[config.mk]
export PLATFORM = sky130hd
export DESIGN_NAME = div_n_flat
export DESIGN_NICKNAME = d
export VERILOG_FILES = /design/src/rtl/div_pkg.sv /design/src/rtl/div_n_if.sv /design/src/rtl/div_core.sv /design/src/rtl/div_n.sv /design/src/flat_wrapper.sv
export SDC_FILE = /design/constraint.sdc
export NUM_CORES = 1
export LEC_CHECK = 0
export ABC_AREA = 0
export CELL_PAD_IN_SITES_DETAIL_PLACEMENT = 0
export CELL_PAD_IN_SITES_GLOBAL_PLACEMENT = 1
export CORE_ASPECT_RATIO = 1.25
export CORE_MARGIN = 3
export CORE_UTILIZATION = 40
export CTS_BUF_LIST = sky130_fd_sc_hd__clkbuf_4
export CTS_CLUSTER_DIAMETER = 120
export CTS_CLUSTER_SIZE = 28
export DETAILED_ROUTE_END_ITERATION = 6
export DONT_BUFFER_PORTS = 1
export PLACE_DENSITY = 0.72
export SLEW_MARGIN = 20
export SYNTH_ARGS = -nofsm -noshare
export SYNTH_HDL_FRONTEND = slang
export SYNTH_SLANG_ARGS = --single-unit
[constraint.sdc]
create_clock -name clk -period 6.7 [get_ports clk]
set_clock_uncertainty 0.05 [all_clocks]
set_input_delay 1.34 -clock clk [delete_from_list [all_inputs] [get_ports clk]]
set_output_delay 1.34 -clock clk [all_outputs]
set_load 0.02 [all_outputs]
[src/rtl/div_pkg.sv]
// Shared definitions for the programmable clock-enable divider:
// FSM state encodings and the divider mode constants.
package div_pkg;

    typedef enum logic [1:0] {
        FREE = 2'd0,
        IDLE = 2'd1,
        RUN  = 2'd2
    } state_t;

    localparam logic MODE_PERIODIC = 1'b0;
    localparam logic MODE_ONESHOT  = 1'b1;

endpackage

[src/rtl/div_n_if.sv]
// Control/status bundle of the divider: load and start strobes in,
// registered terminal-count pulse, count and status out.
interface div_n_if #(
    parameter int WIDTH = 16
);

    logic             en;
    logic             div_load;
    logic [WIDTH-1:0] div_value;
    logic             mode;
    logic             start;
    logic             cycle;
    logic [WIDTH-1:0] count;
    logic             busy;
    logic             div_err;

    modport master (
        output en, div_load, div_value, mode, start,
        input  cycle, count, busy, div_err
    );

    modport slave (
        input  en, div_load, div_value, mode, start,
        output cycle, count, busy, div_err
    );

endinterface

[src/rtl/div_core.sv]
// WIDTH-bit counter with enable and synchronous clear; wraps to zero when
// it reaches div_reg-1, and flags that terminal value combinationally.
module div_core #(
    parameter int WIDTH = 16
) (
    input  logic             clk,
    input  logic             rst,
    input  logic             inc,
    input  logic             clr,
    input  logic [WIDTH-1:0] div_reg,
    output logic [WIDTH-1:0] count,
    output logic             term
);

    localparam logic [WIDTH-1:0] ONE = WIDTH'(1);

    // The only wrap path is this compare, so count never reaches div_reg.
    assign term = (count == (div_reg - ONE));

    always_ff @(posedge clk or posedge rst) begin
        if (rst) begin
            count <= '0;
        end else if (clr) begin
            count <= '0;
        end else if (inc) begin
            count <= term ? '0 : (count + ONE);
        end
    end

endmodule

[src/rtl/div_n.sv]
// Programmable divide-by-N with periodic and one-shot modes; owns the
// FSM, divisor/mode registers and load validation around div_core.
module div_n
    import div_pkg::*;
#(
    parameter int WIDTH       = 16,
    parameter int DEFAULT_DIV = 100
) (
    input logic   clk,
    input logic   rst,
    div_n_if.slave bus
);

    localparam logic [WIDTH-1:0] RESET_DIV = WIDTH'(DEFAULT_DIV);

    state_t           state;
    logic [WIDTH-1:0] div_reg;
    logic             mode_reg;
    logic             load_ok;
    logic             load_bad;
    logic             term;
    logic             clr;
    logic             inc;

    assign load_ok  = bus.div_load && (bus.div_value != '0);
    assign load_bad = bus.div_load && (bus.div_value == '0);

    // IDLE pins the count at zero, which also gives start its count<=0.
    assign clr = load_ok || (state == IDLE);
    assign inc = bus.en && (state != IDLE);

    div_core #(
        .WIDTH (WIDTH)
    ) u_core (
        .clk     (clk),
        .rst     (rst),
        .inc     (inc),
        .clr     (clr),
        .div_reg (div_reg),
        .count   (bus.count),
        .term    (term)
    );

    always_ff @(posedge clk or posedge rst) begin
        if (rst) begin
            state       <= FREE;
            div_reg     <= RESET_DIV;
            mode_reg    <= MODE_PERIODIC;
            bus.cycle   <= 1'b0;
            bus.busy    <= 1'b0;
            bus.div_err <= 1'b0;
        end else begin
            bus.div_err <= load_bad;
            bus.cycle   <= 1'b0;
            if (load_ok) begin
                // A valid load wins over start and over a coincident terminal count.
                div_reg  <= bus.div_value;
                mode_reg <= bus.mode;
                bus.busy <= 1'b0;
                state    <= (bus.mode == MODE_ONESHOT) ? IDLE : FREE;
            end else begin
                case (state)
                    FREE: begin
                        if (bus.en && term) begin
                            bus.cycle <= 1'b1;
                        end
                    end
                    IDLE: begin
                        if (bus.start) begin
                            bus.busy <= 1'b1;
                            state    <= RUN;
                        end
                    end
                    RUN: begin
                        if (bus.en && term) begin
                            bus.cycle <= 1'b1;
                            bus.busy  <= 1'b0;
                            state     <= (mode_reg == MODE_ONESHOT) ? IDLE : FREE;
                        end
                    end
                    default: begin
                        bus.busy <= 1'b0;
                        state    <= FREE;
                    end
                endcase
            end
        end
    end

endmodule

[src/flat_wrapper.sv]
// flat-port wrapper written by rule: the top's interface ports become plain ports
module div_n_flat import div_pkg::*;
#(
    parameter int WIDTH       = 16,
    parameter int DEFAULT_DIV = 100
)
  (clk, rst, bus_en, bus_div_load, bus_div_value, bus_mode, bus_start, bus_cycle, bus_count, bus_busy, bus_div_err);
  div_n_if #(.WIDTH(WIDTH)) bus_i ();
  input logic clk;
  input logic rst;
  input wire logic [$bits(bus_i.en)-1:0] bus_en;
  input wire logic [$bits(bus_i.div_load)-1:0] bus_div_load;
  input wire logic [$bits(bus_i.div_value)-1:0] bus_div_value;
  input wire logic [$bits(bus_i.mode)-1:0] bus_mode;
  input wire logic [$bits(bus_i.start)-1:0] bus_start;
  output wire logic [$bits(bus_i.cycle)-1:0] bus_cycle;
  output wire logic [$bits(bus_i.count)-1:0] bus_count;
  output wire logic [$bits(bus_i.busy)-1:0] bus_busy;
  output wire logic [$bits(bus_i.div_err)-1:0] bus_div_err;
  assign bus_i.en = bus_en;
  assign bus_i.div_load = bus_div_load;
  assign bus_i.div_value = bus_div_value;
  assign bus_i.mode = bus_mode;
  assign bus_i.start = bus_start;
  assign bus_cycle = bus_i.cycle;
  assign bus_count = bus_i.count;
  assign bus_busy = bus_i.busy;
  assign bus_div_err = bus_i.div_err;
  div_n #(.WIDTH(WIDTH), .DEFAULT_DIV(DEFAULT_DIV)) u_core (.clk(clk), .rst(rst), .bus(bus_i));
endmodule
==> parameters.txt <==
Parameter                              Value

STA
  Highest Clock Rate    0.2945 GHz
  Accumulated negative setup slack    0 ns
  Post-route clock period utilization    0.5067
  Final Worst Setup Slack    3.305 ns
  Count of final max-slew check failures    0
  RSZ-0062 raised after global routing    no
  Number of hold violations in the final report    0
  Actual transition at the worst max-transition pin    0.8514 ns
  Final setup fails    0
  Final worst path period need    3.395 ns
  Max-slew headroom    0.4324

Min path
  Min-Delay Path Depth    1
  Worst hold path endpoint    u_core.bus.cycle
  Worst Hold Launch    u_core.state[0]
  Class of the most critical hold timing path    register to register

Pwr
  Power density normalized to cell area    178.7 nW/µm²
  Worst IR Drop VDD    134.2 µV
  Static leakage    0.0009514 µW

Routing
  Final wirelength    5547 µm
  Antenna violation net count after detailed routing    0
  Number of DRC markers in iteration 0    120
  Drt first pass iters    4
  Total DRC errors in the routed layout    0
  Routed length on met1    2388 µm
  Routed via count divided by cell count    5.857
  Met2 WL post-DR    2864 µm
  Mean routed wirelength per cell    18.07 µm
  Top Layer Used    met4
  Via count of the routed design    1798
  Routed length on met3    234 µm

GRT
  Number of antenna violations at the first check in global routing    0
  Via count of the first global-routing pass    1820
  Total congestion overflow    0
  Pin count of the biggest net entering global routing    38
  First-pass GRT wire length    9121 µm
  Total routing resource utilization after global routing    0.1730

Logic synthesis
  Net count of the mapped netlist    270
  Count of cell types in the netlist    53
  Synth async-reset ratio    1.000
  Synth Register Bits    37
  Syn Std Cell Area    2404 µm²
  Gate count of the mapped netlist    246
  Sequential fraction of the synthesis area    0.3868
  Library cell occupying the most area in the post-synthesis netlist    dfrtp_1
  Portion of synthesized cell area occupied by the leading cell type    0.3540
  Syn avg cell area    9.771 µm²
  Most instantiated flip-flop cell in the synthesis netlist    dfrtp_1
  Warning count from the yosys run    0
  Leading post-synthesis cells by cell area    dfrtp_1 35%, mux2_2 7.5%, nor4_2 4.2%
  Number of flops mapped to enable cells by yosys    0

Floorplanning
  Area inside the core boundary    5630 µm²
  X dimension of the die    75.34 µm
  Height of the die    92.67 µm
  Count of boundary I/O pins    41
  Cell Rows    30
  Effective utilization at floorplan    0.4269
  Area enclosed by the die boundary    6981 µm²

Run
  Number of maximum-capacitance constraint violations    0

Placement
  Placed wire-length estimate    4094 µm
  GP Congestion    0.7701
  Number of buffers added on ports    0
  Setup slack at placement    2.893 ns

Cells and area
  Layout cells sized above 1    0.1893
  Area used by multi-input combinational logic    1385 µm²
  Fill cell total of the finished layout    563
  Post-layout nets    266
  Total area of sequential cells    929.6 µm²
  Diode count    0
  Layout-stage area growth over the synthesis result    3.332%

Critical path
  Endpoint of the worst register-to-register path    u_core.state[0]
  Number of cells on the worst reg-to-reg path    7
  Critical Path Sink Type    register
  Worst R2R Setup Slack    3.93 ns
  Data required time of the critical path    6.89 ns
  Startpoint types    input pin
  Critical setup path kind    input pin to register
  Peak fanout along the critical path    23
  Worst path arrival time    3.58 ns
  Reg2reg start    u_core.div_reg[3]

Clocking
  Insertion delay to the later sink of the worst-skew pair    0.35 ns
  Clock slew at reported path FFs    0.13 ns
  Number of hold buffers added after cts    0
  Longest Clk Path Bufs    2
  H-tree Lvls    2
  Number of buffers inserted during clock tree synthesis    5
  Buffer count from post-CTS setup fixing    0
  Root buffer cell    clkbuf_4
  Number of gates given a new drive strength after cts    0
  Num Clock Sinks    37
  CTS tree    built

Outcome
  Run status    finished clean
-- through the flow --
stage | utilization | hold slack [ns] | area, µm² | total power, µW | instances
6_report | 0.4411 | 0.4256 | 2484 | 443.8 | 307
5_1_grt | 0.4411 | 0.4649 | 2484 | 468.6 | 307
4_1_cts | 0.4411 | 0.4317 | 2484 | 449.7 | 307
3_5_place_dp | 0.4313 | 0.4087 | 2429 | 328.7 | 299
3_3_place_gp | 0.4313 | 0.4228 | 2429 | 327.2 | 299
2_1_floorplan | - | 0.3876 | 2404 | 314.7 | 246
-- worst max-delay path, cell delays in order --
cell and delay [ns]:
nor4_1 0.43, nand4_1 0.17, and2_1 0.46, nand2b_1 0.67, a2111oi_0 0.51
-- Yosys cell counts (all sizes together) (2+ instances only) --
| master | n |
|---|---|
| o31ai | 3 |
| buf | 2 |
| mux2i | 5 |
| nor4 | 18 |
| inv | 7 |
| or3 | 3 |
| nand2 | 22 |
| nand2b | 3 |
| a21oi | 5 |
| and2 | 2 |
| nand4 | 5 |
| and3 | 5 |
| o21ai | 12 |
| mux2 | 16 |
| dfstp | 3 |
| nor3 | 9 |
| xor2 | 9 |
| nor2 | 23 |
| dfrtp | 34 |
| nand3 | 16 |
| a211o | 3 |
| a31oi | 2 |
| clkbuf | 10 |
| xnor2 | 8 |
| ha | 2 |
| a2111oi | 3 |
-- worst max-delay path by stage --
stage / startpoint / end / slack [ns] / depth (start not counted)
floorplan: bus_div_value[2] / u_core.u_core.count[11] / 3.72 / 8
global placement: bus_div_value[2] / u_core.u_core.count[13] / 2.92 / 5
detailed placement: bus_div_value[2] / u_core.u_core.count[13] / 2.89 / 5
CTS: bus_div_value[2] / u_core.u_core.count[13] / 3.29 / 5
global route: bus_div_value[2] / u_core.u_core.count[13] / 3.07 / 5
finish: bus_div_value[2] / u_core.u_core.count[13] / 3.30 / 5
-- routing by layer --
| layer | up-vias | global-route usage |
|---|---|---|
| met5 | - | 0 |
| met4 | 0 | 0.05685 |
| met3 | 6 | 0.04235 |
| met1 | 862 | 0.2247 |
| li1 | 896 | - |
| met2 | 34 | 0.2774 |
-- layout make-up --
type	count	share of cell area
inverters	7	0.01058
flip-flops and latches	37	0.3743
clock inverters	2	0.004030
clock buffers	6	0.01814
well taps	64	0.03224
multi-input cells	190	0.5577
repair buffers	1	0.003023
-- cell usage in the layout (no fill, tap or decap), drive strengths merged, types with 5 or more instances in the layout --
master	count
nor2	23
nor3	9
nor4	18
nand3	16
inv	7
nand4	5
clkbuf	6
mux2i	5
a21oi	5
o21ai	12
mux2	16
xor2	9
dfrtp	34
and3	5
nand2	22
xnor2	8
-- cell families (layout without fill, tap and decap cells) --
logic type | count (synthesis) | in the layout | share of synthesized area
flip-flops | 37 | 37 | 0.3868
XOR/XNOR | 18 | 18 | 0.07132
buffers and inverters | 19 | 16 | 0.03696
adder cells (fa/ha/maj) | 2 | 2 | 0.01041
AO/OA/AOI/OAI | 35 | 35 | 0.1130
AND/OR/NAND/NOR | 114 | 114 | 0.2858
multiplexers | 21 | 21 | 0.09578
-- power by group --
group	switching, µW	total (µW)	internal (µW)
combinational	36.1	66.5	30.4
sequential	20.9	257	236
clock	76.0	120	44.1
total	133	444	311
(Power assumes the default switching activity.)
